**config.mk**
```make
export PLATFORM = sky130hd
export DESIGN_NAME = mem_write_arbiter
export DESIGN_NICKNAME = d
export VERILOG_FILES = /design/src/rtl/mem_write_arbiter_pkg.sv /design/src/rtl/mem_write_arbiter_btn_debounce.sv /design/src/rtl/mem_write_arbiter.sv
export SDC_FILE = /design/constraint.sdc
export NUM_CORES = 1
export LEC_CHECK = 0
export CAP_MARGIN = 20
export CELL_PAD_IN_SITES_DETAIL_PLACEMENT = 1
export CELL_PAD_IN_SITES_GLOBAL_PLACEMENT = 2
export CORE_MARGIN = 2
export CORE_UTILIZATION = 32
export DETAILED_ROUTE_END_ITERATION = 7
export GPL_ROUTABILITY_DRIVEN = 0
export HOLD_SLACK_MARGIN = 0.15
export PLACE_DENSITY = 0.76
export SLEW_MARGIN = 10
export SYNTH_ARGS = -nofsm -noshare
export SYNTH_HDL_FRONTEND = slang
export SYNTH_SLANG_ARGS = --single-unit
```
**constraint.sdc**
```tcl
create_clock -name clk -period 2.17 [get_ports clk]
set_input_delay 0.434 -clock clk [delete_from_list [all_inputs] [get_ports clk]]
set_output_delay 0.434 -clock clk [all_outputs]
set_load 0.03 [all_outputs]
```
**src/rtl/mem_write_arbiter_pkg.sv**
```systemverilog
// Shared definitions for the button/CPU data-memory write arbiter:
// FSM state encoding, fixed button write targets and button bit indices.
package mem_write_arbiter_pkg;

  typedef logic [1:0] state_t;

  localparam state_t ST_IDLE  = 2'd0;
  localparam state_t ST_WAIT  = 2'd1;
  localparam state_t ST_FORCE = 2'd2;

  localparam logic [7:0] WR_A_ADDR = 8'd6;
  localparam logic [7:0] WR_A_DATA = 8'd9;
  localparam logic [7:0] WR_B_ADDR = 8'd0;
  localparam logic [7:0] WR_B_DATA = 8'd8;

  localparam int BTN_A   = 0;
  localparam int BTN_B   = 1;
  localparam int BTN_CLR = 2;

  typedef struct packed {
    logic [7:0] addr;
    logic [7:0] data;
  } wr_t;

  // Write A outranks write B whenever both are pending.
  function automatic wr_t btn_write(input logic [1:0] pending);
    wr_t w;
    if (pending[BTN_A]) begin
      w.addr = WR_A_ADDR;
      w.data = WR_A_DATA;
    end else begin
      w.addr = WR_B_ADDR;
      w.data = WR_B_DATA;
    end
    return w;
  endfunction

endpackage

```
**src/rtl/mem_write_arbiter_btn_debounce.sv**
```systemverilog
// One active-low push button: 2-flop synchronizer, stability counter and a
// single-cycle press pulse on each accepted released->pressed change.
module btn_debounce #(
  parameter int DEBOUNCE_CYCLES = 16
) (
  input  logic clk,
  input  logic rst_n,
  input  logic raw,
  output logic press
);

  localparam int CW = $clog2(DEBOUNCE_CYCLES + 1);

  logic          sync_q1;
  logic          sync_q2;
  logic          level;
  logic [CW-1:0] cnt;
  logic          settle;

  assign settle = (sync_q2 != level) && (cnt == CW'(DEBOUNCE_CYCLES - 1));

  // NOTE: synchronizer and level reset to 1 (released) so reset release is never seen as a press.
  always_ff @(posedge clk or negedge rst_n) begin
    if (!rst_n) begin
      sync_q1 <= 1'b1;
      sync_q2 <= 1'b1;
      level   <= 1'b1;
      cnt     <= '0;
      press   <= 1'b0;
    end else begin
      sync_q1 <= raw;
      sync_q2 <= sync_q1;
      press   <= 1'b0;
      if (sync_q2 == level) begin
        cnt <= '0;
      end else if (settle) begin
        level <= sync_q2;
        cnt   <= '0;
        press <= ~sync_q2;
      end else begin
        cnt <= cnt + 1'b1;
      end
    end
  end

endmodule

```
**src/rtl/mem_write_arbiter.sv**
```systemverilog
// Arbitrates data-memory writes between CPU stores and two debounced
// push-button writes; the CPU has priority until a button has waited MAX_WAIT cycles.
module mem_write_arbiter
  import mem_write_arbiter_pkg::*;
#(
  parameter int DEBOUNCE_CYCLES = 16,
  parameter int MAX_WAIT        = 8
) (
  input  logic       clk,
  input  logic       rst_n,
  input  logic [2:0] btn,
  input  logic       cpu_we,
  input  logic [7:0] cpu_addr,
  input  logic [7:0] cpu_wdata,
  output logic       cpu_stall,
  output logic       mem_we,
  output logic [7:0] mem_addr,
  output logic [7:0] mem_wdata,
  output logic [1:0] btn_pending
);

  localparam int WW = $clog2(MAX_WAIT + 1);

  logic [2:0]    press;
  state_t        state, state_n;
  logic [WW-1:0] wait_cnt, wait_n;
  logic [1:0]    pend_n, grant_mask;
  logic          cpu_grant, btn_grant;
  wr_t           bw;

  for (genvar i = 0; i < 3; i++) begin : g_db
    btn_debounce #(.DEBOUNCE_CYCLES(DEBOUNCE_CYCLES)) u_db (
      .clk   (clk),
      .rst_n (rst_n),
      .raw   (btn[i]),
      .press (press[i])
    );
  end

  assign cpu_stall = (state == ST_FORCE) && cpu_we;

  // NOTE: every always_comb output gets a default first so no latch is inferred.
  always_comb begin
    cpu_grant = 1'b0;
    btn_grant = 1'b0;
    state_n   = state;
    wait_n    = wait_cnt;
    bw        = btn_write(btn_pending);

    case (state)
      ST_IDLE:  cpu_grant = cpu_we;
      ST_WAIT: begin
        cpu_grant = cpu_we;
        btn_grant = !cpu_we;
      end
      ST_FORCE: btn_grant = 1'b1;
      default: ;
    endcase

    grant_mask = btn_grant ? (btn_pending[BTN_A] ? 2'b01 : 2'b10) : 2'b00;
    // A press landing on its own grant re-arms the flag; clear overrides everything.
    pend_n     = (btn_pending & ~grant_mask) | press[BTN_B:BTN_A];
    if (press[BTN_CLR]) pend_n = 2'b00;

    if (pend_n == 2'b00) begin
      state_n = ST_IDLE;
      wait_n  = '0;
    end else if (btn_grant || state == ST_IDLE) begin
      state_n = ST_WAIT;
      wait_n  = '0;
    end else if (wait_cnt >= WW'(MAX_WAIT - 1)) begin
      state_n = ST_FORCE;
      wait_n  = WW'(MAX_WAIT);
    end else begin
      state_n = ST_WAIT;
      wait_n  = wait_cnt + 1'b1;
    end
  end

  always_ff @(posedge clk or negedge rst_n) begin
    if (!rst_n) begin
      state       <= ST_IDLE;
      wait_cnt    <= '0;
      btn_pending <= 2'b00;
      mem_we      <= 1'b0;
      mem_addr    <= 8'd0;
      mem_wdata   <= 8'd0;
    end else begin
      state       <= state_n;
      wait_cnt    <= wait_n;
      btn_pending <= pend_n;
      mem_we      <= btn_grant || cpu_grant;
      if (btn_grant) begin
        mem_addr  <= bw.addr;
        mem_wdata <= bw.data;
      end else if (cpu_grant) begin
        mem_addr  <= cpu_addr;
        mem_wdata <= cpu_wdata;
      end
    end
  end

endmodule
```
# After elaboration in Yosys (flattened, before gate mapping)
# Cells that the tools add are included.
[totals] out_inout_bits=20 register_bits=52 elab_cells=88
[classes] reduce_logical=14 n_addsub=4 n_eq_ne=11 bitwise=9 muxes=28 n_lt_le_gt_ge=1
[op_table] cell="8-bit 2-to-1 mux" n=4
[op_table] cell="5-bit 2-to-1 mux" n=6
[op_table] cell="5-bit by 1-bit adder with 5-bit output (second input constant)" n=3
[op_table] cell="5-bit by 4-bit equality test with 1-bit output (second input constant)" n=3
[op_table] cell="2-bit 2-to-1 mux" n=6
[op_table] cell="4-bit 2-to-1 mux" n=3
[op_table] cell="11-bit 2-to-1 mux" n=1
[op_table] cell="1-bit 2-to-1 mux" n=7
[op_table] cell="1-bit inverter" n=6
[op_table] cell="2-bit AND reduction" n=3
[op_table] cell="4-bit by 1-bit adder with 4-bit output (second input constant)" n=1
[op_table] cell="4-bit by 3-bit greater-or-equal comparator with 1-bit output (second input constant)" n=1
[op_table] cell="1-bit logical AND" n=4
[op_table] cell="2-bit zero test" n=2
[op_table] cell="1-bit equality test" n=3
[op_table] cell="1-bit != test" n=3
[op_table] cell="2-bit bitwise AND" n=1
[op_table] cell="2-bit by 1-bit equality test with 1-bit output (second input constant)" n=1
[op_table] cell="2-bit equality test (second input constant)" n=1
[op_table] cell="1-bit logical OR" n=2
[op_table] cell="2-bit inverter" n=1
[op_table] cell="2-bit OR" n=1
[op_table] cell="1-bit one-hot mux with 2 select lines" n=1
[op_table] cell="2-bit nonzero test" n=1
[op_table] cell="2 further kinds" n=2

# Longest topological paths before layout
# Gate-level depths: netlist (run 1).
[logic_depth] word_depth=9 mapped_depth=6 mapped_depth_nobuf=6

# Hierarchy
# From an unflattened synthesis (run 1), not the netlist that was laid out.
[hier_totals] hier_cells=186 area_unflattened_um2=2085.8
[by_module_without_submodules] module="mem_write_arbiter" cells_each=111 n_inst=1 area_per_inst_um2=1061.0 seq_area_each_um2=625.6
[by_module_without_submodules] module="btn_debounce" cells_each=25 n_inst=3 area_per_inst_um2=341.6 seq_area_each_um2=229.0

# Worst setup path before layout (run 1)
# OpenSTA, ideal clock, no wires.
[synth_timing] path_kind="register to register" start="register state[0]" end="register state[0]" required_time_ns=2.050 path_slack_ns=0.612 arrival_ns=1.438 path_stages_with_launch=6 cell_sequence="dfrtp_1 ha_1 nor2b_1 o21a_1 or3_1 and3_1"
[synth_via] elab_chain_len=9 elab_cells_between_ends=13
[synth_rtl] element="start: declaration" line="mem_write_arbiter.sv:25" source="state_t state, state_n;"
[synth_rtl] element="start signal: assignment" line="mem_write_arbiter.sv:89" source="state <= state_n;"
[synth_rtl] element="2-bit equality test or 2-bit by 1-bit equality test with 1-bit output (tied branches)" line="mem_write_arbiter.sv:50" source="case (state)"
[synth_rtl] element="1-bit one-hot mux with 2 select lines" line="mem_write_arbiter.sv:50"
[synth_rtl] element="2-bit 2-to-1 mux" line="mem_write_arbiter.sv:60" source="grant_mask = btn_grant ? (btn_pending[BTN_A] ? 2'b01 : 2'b10) : 2'b00;"
[synth_rtl] element="2-bit inverter" line="mem_write_arbiter.sv:62" source="pend_n = (btn_pending & ~grant_mask) | press[BTN_B:BTN_A];"
[synth_rtl] element="2-bit bitwise AND" line="mem_write_arbiter.sv:62"
[synth_rtl] element="2-bit OR" line="mem_write_arbiter.sv:62"
[synth_rtl] element="2-bit 2-to-1 mux" line="mem_write_arbiter.sv:63" source="if (press[BTN_CLR]) pend_n = 2'b00;"
[synth_rtl] element="2-bit zero test" line="mem_write_arbiter.sv:65" source="if (pend_n == 2'b00) begin"
[synth_rtl] element="2-bit 2-to-1 mux *" line="mem_write_arbiter.sv:65"
[synth_rtl] element="net state_n[0]" line="mem_write_arbiter.sv:25"
# Mark *: on every way through the listed nets, which the timed path passes. The rest lies on a longest branch.
# A chain may end at the register's enable or synchronous reset.

# Worst setup path in the final report (run 1)
[layout_timing] start="register btn_pending[0]" end="output port btn_pending[0]"
[layout_rtl] element="start: declaration" line="mem_write_arbiter.sv:19" source="output logic [1:0] btn_pending"
[layout_rtl] element="start signal: assignment" line="mem_write_arbiter.sv:91" source="btn_pending <= pend_n;"
# No word-level cell between the ends.

==> results.py, run 1 <==
metrics = {
    "synthesis": {
        "synth_area_um2": 2070,
        "yosysSeqAreaShare_pct": 63.5,
        "yosys.area.top_type_share_pct": 52.1,
        "synthArstFlopShare_pct": 100,
        "synth_seq_cells": 52,
        "synth-edff-count": 0,
        "synth.distinct_cells": 25,
        "yosys_most_used_dff": "dfrtp_1",
        "syn_nets": 214,
        "synth_top_area_cell": "dfrtp_1",
        "syn_inst": 185,
        "synth_warnings": 0,
        "avgSynthCellArea_um2": 11.2,
        "synth_area_leaders": "dfrtp_1, dfstp_2, nand2_1",
    },
    "pwr": {
        "power.density_nw_per_um2": 716,
        "total_power_uw": 1950,
        "leakage_uw": 0.00126,
        "ir_drop_mv": 0.381,
    },
    "global_routing": {
        "grt_pass1_vias": 1522,
        "grt_start_max_net_pins": 24,
        "grt_pass1_wl_um": 7390,
        "grt_use_total_pct": 13.0,
        "antenna_found_initial": 0,
        "grt_overflow": 0,
    },
    "routing": {
        "wirelength_um": 4220,
        "drtAntennaViolNets": 0,
        "drc_errors": 0,
        "vias": 1478,
        "wl_per_cell_um": 13.4,
        "vias_per_cell": 4.69,
        "drt_iter0_drc": 47,
        "dr.pass1.iters": 4,
    },
    "run": {
        "drv_cap": 0,
    },
    "floorplan": {
        "dieArea_um2": 7110,
        "initial_core_util_pct": 32.7,
        "row_count": 29,
        "dieWidth_um": 84.3,
        "ios": 42,
        "dieHeight_um": 84.3,
        "core_um2": 6310,
    },
    "worst_setup_path": {
        "path_buf_inv": 1,
        "arrival_ps": 1470,
        "start_kind": "register",
        "cp_top_family": "buffers and inverters",
        "cp_slowest_cell": "clkdlybuf4s50_1",
        "critPathRequiredTime_ps": 1740,
        "worst_setup_path_end_kind": "output pin",
        "path_cells": "clkdlybuf4s50_1",
        "crit_path_max_incr_delay_ps": 700,
        "crit_type": "reg2out",
        "crit_path_max_fanout": 6,
    },
    "min_path": {
        "min_path_type": "reg2reg",
    },
    "clock_network": {
        "postCtsSetupBuffers": 0,
        "cts.sinks": 52,
        "cts_tree": "built",
        "cts_buffers": 5,
        "root_buffer": "clkbuf_8",
        "clk_path_buf_depth": 2,
        "clk_latency_ps": 310,
        "clkTransAtPathRegs_ps": 90,
        "h-tree-depth": 2,
    },
    "place": {
        "placed_cell_area_um2": 2610,
        "numPortBuffers": 41,
        "place_inst": 306,
        "place_hpwl_um": 3080,
        "dp_slack_ps": 292,
    },
    "sta": {
        "worst_slew_pin_slew_ps": 418,
        "rsz0062_at_grt": "false",
        "final_max_slew_viol_count": 0,
        "setup_slack_ps": 271,
        "hold_violations": 0,
        "post-route-period-util_pct": 87.5,
        "timing.setup.tns_ps": 0,
        "skew_ps": 4.78,
        "setup_viol": 0,
        "fin_crit_ps": 1900,
        "slew_headroom_pct": 72.1,
        "fmax_ghz": 0.527,
    },
    "final_layout": {
        "n_antenna_cell": 0,
        "final_area_um2": 2730,
        "drive_gt1_share_pct": 12.6,
        "num-nets-final": 266,
        "area_growth_pct": 32.1,
        "instances_no_fill": 315,
    },
    "status": {
        "status": "finished, final reports clean",
    },
}
[worst reg2reg max path, stage by stage, from the launching register on]
cell and delay (ps):
dfrtp_1 360, inv_1 60, ha_1 220, nor2b_1 160
o21a_1 180, or3_1 350, and3_1 170
[routing by layer]
| layer | vias to the layer above | share of wire (%) | routed length, um | GRT usage (%) |
|---|---|---|---|---|
| met5 | - | 0 | 0 | 0 |
| met4 | 0 | 1.7 | 70 | 4.76 |
| met3 | 6 | 4.1 | 172 | 3.34 |
| li1 | 721 | - | - | - |
| met2 | 23 | 50 | 2090 | 21.9 |
| met1 | 728 | 45 | 1880 | 16.2 |
[where the power goes]
group	internal [uW]	switching, uW	leakage (uW)
clock network	341	317	0.0000541
registers	1020	27.3	0.000656
logic	116	132	0.000545
total	1480	476	0.00126
[cells in the mapped netlist, types with 4 or more instances]
cell type,number
nand3_1,8
inv_1,5
o21ai_0,4
and3_1,4
dfstp_2,9
and2_1,5
xor2_1,9
ha_1,7
dfrtp_1,43
nor2_1,15
a21oi_1,16
nand2_1,35
[worst paths after layout]
kind / startpoint / end / slack, ps / cells past startpoint
worst max-delay path: btn_pending[0]$_DFF_PN0_ / btn_pending[0] / 270 / 1
worst min-delay path: g_db[1].u_db.sync_q1$_DFF_PN1_ / g_db[1].u_db.sync_q2$_DFF_PN1_ / 360 / 0
worst max register to register: state[1]$_DFF_PN0_ / state[0]$_DFF_PN0_ / 560 / 6
worst min register to register: g_db[1].u_db.sync_q1$_DFF_PN1_ / g_db[1].u_db.sync_q2$_DFF_PN1_ / 360 / 0
max in group asynchronous: rst_n / g_db[2].u_db.sync_q2$_DFF_PN1_ / 1000 / 3
min in group asynchronous: rst_n / g_db[1].u_db.cnt[2]$_DFF_PN0_ / 590 / 2
[registers in the layout, indices dropped and copies added, names as in the netlist]
| register | count |
|---|---|
| g_db.u_db.sync_q2 | 3 |
| g_db.u_db.level | 3 |
| btn_pending | 2 |
| mem_wdata | 8 |
| g_db.u_db.sync_q1 | 3 |
| state | 2 |
| mem_we | 1 |
| g_db.u_db.cnt | 15 |
| wait_cnt | 4 |
| g_db.u_db.press | 3 |
| mem_addr | 8 |
[stage by stage]
step           hold WS, ps  util (%)
2_1_floorplan          138         -
3_3_place_gp           346      41.3
3_5_place_dp           347      41.3
4_1_cts                361      43.2
5_1_grt                364      43.2
6_report               360      43.2
[cells in the final DEF, fill, tap and decap left out, drive strengths merged, types with 4 or more instances in the layout]
cell type and n:
dfrtp 43, ha 7, xor2 9, nand2 35, and3 4, clkbuf 5, dfstp 9, and2 5
nand3 8, a21oi 16, clkdlybuf4s50 39, nor2 15, o21ai 6, buf 8, inv 5
[kinds of logic after synthesis]
family          after synthesis  share of synthesized area, %
simple gates                 77                          17.0
flops                        52                          63.5
compound gates               28                          7.69
xor+xnor                     10                          4.24
buf+inv                       8                          1.64
fa+ha+maj                     7                          4.24
mux                           3                          1.64
[repair_timing]
| action | CTS | global route |
|---|---|---|
| hold endpoints to repair | 12 | 0 |
| hold buffers | 1 | 0 |
| resized for setup | 0 | 0 |
[layout make-up]
cell class,instances,area [um2]
Clock buffer,5,68.8
Clock inverter,3,42.5
Fill cell,722,3580
Inverter,5,18.8
Multi-Input combinational cell,125,719
Sequential cell,52,1310
Tap cell,77,96.3
Timing Repair Buffer,48,470
(Power assumes the default switching activity.)
==> inputs of run 2 (changes only) <==
--- a/config.mk
+++ b/config.mk
@@ -14,6 +14,7 @@
 export GPL_ROUTABILITY_DRIVEN = 0
 export HOLD_SLACK_MARGIN = 0.15
 export PLACE_DENSITY = 0.76
+export REMOVE_ABC_BUFFERS = 1
 export SLEW_MARGIN = 10
 export SYNTH_ARGS = -nofsm -noshare
 export SYNTH_HDL_FRONTEND = slang
==> run 2 against run 1 <==
Effect of this change:
- sequential share of layout area rose by 0.20 points
- register-to-register slack is essentially flat
- utilization fell by 0.18 points
- non-clock buffer count down 1
- critical path depth stayed put
- via count fell by 0.47%
- setup slack better by 6.0 ps
- combinational power is essentially flat
- clock skew increased by 4.2 ps
- die area did not move
- sequential power barely moved
==> results.py, run 2 (same netlist as run 1, synthesis figures left out) <==
metrics = {
    "worst_setup_path": {
        "cp_slowest_cell": "clkdlybuf4s50_1",
        "r2r_slack_ps": 560,
        "worst_setup_path_end_kind": "output pin",
        "path_buf_inv": 1,
        "crit_path_max_fanout": 6,
        "crit_path_max_incr_delay_ps": 710,
        "r2r_end": "state[0]$_DFF_PN0_",
        "cp_top_family": "buffers and inverters",
        "reg2regPathDepth": 5,
        "crit_type": "reg2out",
        "critPathRequiredTime_ps": 1740,
        "arrival_ps": 1460,
        "path_cells": "clkdlybuf4s50_1",
        "start_kind": "register",
        "r2r_start": "state[0]$_DFF_PN0_",
    },
    "run": {
        "drv_cap": 0,
    },
    "place": {
        "place_inst": 305,
        "place_hpwl_um": 3200,
        "numPortBuffers": 41,
    },
    "final_layout": {
        "drive_gt1_share_pct": 11.8,
        "reg_top3": "g_db.u_db.cnt (15), mem_addr (8), mem_wdata (8)",
        "final_common_cell": "dfrtp_1",
        "n_antenna_cell": 0,
        "largest_reg_flops": 15,
        "instances_no_fill": 314,
        "n_fill_cell": 717,
        "layout_common_cells": "dfrtp_1, clkdlybuf4s50_1, nand2_1, a21oi_1, nor2_1",
        "post-route-util_pct": 43.0,
        "largest-register": "g_db.u_db.cnt",
        "area_growth_pct": 31.6,
        "num-nets-final": 265,
    },
    "routing": {
        "dr_wl_met2_um": 2110,
        "top_layer": "met4",
        "drtAntennaViolNets": 0,
        "dr_wl_met3_um": 131,
        "wl_per_cell_um": 14.0,
        "vias_per_cell": 4.68,
        "wirelength_um": 4400,
        "drt_iter0_drc": 40,
        "vias": 1471,
        "dr.pass1.iters": 4,
        "drt-met1-wl_um": 2070,
        "drc_errors": 0,
    },
    "global_routing": {
        "grt_pass1_vias": 1563,
        "grt_use_total_pct": 13.6,
        "grt_pass1_wl_um": 7530,
        "grt_start_max_net_pins": 45,
        "antenna_found_initial": 0,
        "grt_overflow": 0,
    },
    "clock_network": {
        "root_buffer": "clkbuf_8",
        "cts.sinks": 52,
        "clk_path_buf_depth": 2,
        "cts_tree": "built",
        "clkTransAtPathRegs_ps": 90,
        "clk_latency_ps": 310,
        "cts_buffers": 5,
        "postCtsSetupBuffers": 0,
        "h-tree-depth": 2,
    },
    "sta": {
        "slew_headroom_pct": 73.0,
        "hold_violations": 0,
        "fin_crit_ps": 1890,
        "rsz0062_at_grt": "false",
        "timing.setup.tns_ps": 0,
        "setup_viol": 0,
        "final_max_slew_viol_count": 0,
        "fmax_ghz": 0.528,
        "skew_ps": 8.98,
        "worst_slew_pin_slew_ps": 401,
        "post-route-period-util_pct": 87.2,
    },
    "floorplan": {
        "row_count": 29,
        "dieArea_um2": 7110,
        "initial_core_util_pct": 32.7,
        "dieHeight_um": 84.3,
        "dieWidth_um": 84.3,
        "core_um2": 6310,
        "ios": 42,
    },
    "min_path": {
        "whs_path_depth": 0,
        "min_from": "g_db[0].u_db.sync_q1$_DFF_PN1_",
        "min_path_type": "reg2reg",
        "min_to": "g_db[0].u_db.sync_q2$_DFF_PN1_",
    },
    "status": {
        "status": "finished, final reports clean",
    },
    "pwr": {
        "ir_drop_mv": 0.345,
        "leakage_uw": 0.00125,
        "power.density_nw_per_um2": 715,
    },
}
-- run 2: worst max-delay path by stage --
stage / start / to / slack, ps / cells after the start
floorplan: state[0]$_DFF_PN0_ / state[0]$_DFF_PN0_ / 510 / 5
global placement: cpu_we / state[0]$_DFF_PN0_ / 300 / 5
detailed placement: cpu_we / state[0]$_DFF_PN0_ / 270 / 5
CTS: btn_pending[0]$_DFF_PN0_ / btn_pending[0] / 250 / 1
global route: btn_pending[0]$_DFF_PN0_ / btn_pending[0] / 240 / 1
finish: btn_pending[0]$_DFF_PN0_ / btn_pending[0] / 280 / 1
-- run 2: metal layers --
metal / global-route usage [%] / up-vias
met5: 0 / -
met4: 6.06 / 0
met3: 3.24 / 6
met2: 21.7 / 18
met1: 17.8 / 729
li1: - / 718
-- run 2: area by class of cell --
type                            count  area, um2  area share, %
Timing Repair Buffer               47        463           17.0
Clock inverter                      2       35.0           1.29
Tap cell                           77       96.3           3.55
Sequential cell                    52       1310           48.3
Inverter                            5       18.8          0.691
Clock buffer                        6       72.6           2.67
Multi-Input combinational cell    125        719           26.5
-- run 2: where the power goes --
part	internal [uW]	total [uW]	switching, uW
logic	115	248	133
registers	1020	1050	28.1
clock network	342	648	306
total	1480	1940	467
-- run 2: metrics by stage --
| step | worst slack, ps | hold slack [ps] | total power, uW | instance area (um2) |
|---|---|---|---|---|
| 6_report | 277 | 361 | 1940 | 2720 |
| 5_1_grt | 237 | 372 | 2050 | 2720 |
| 4_1_cts | 248 | 364 | 1990 | 2720 |
| 3_5_place_dp | 266 | 310 | 1320 | 2600 |
| 3_3_place_gp | 304 | 309 | 1310 | 2600 |
| 2_1_floorplan | 505 | 138 | 1180 | 2050 |
-- run 2: repair_timing --
action                                  4_1_cts  5_1_grt
resized for setup                             0        0
endpoints found under the setup margin        0        0
hold endpoints to repair                      8        0
hold buffers                                  1        0
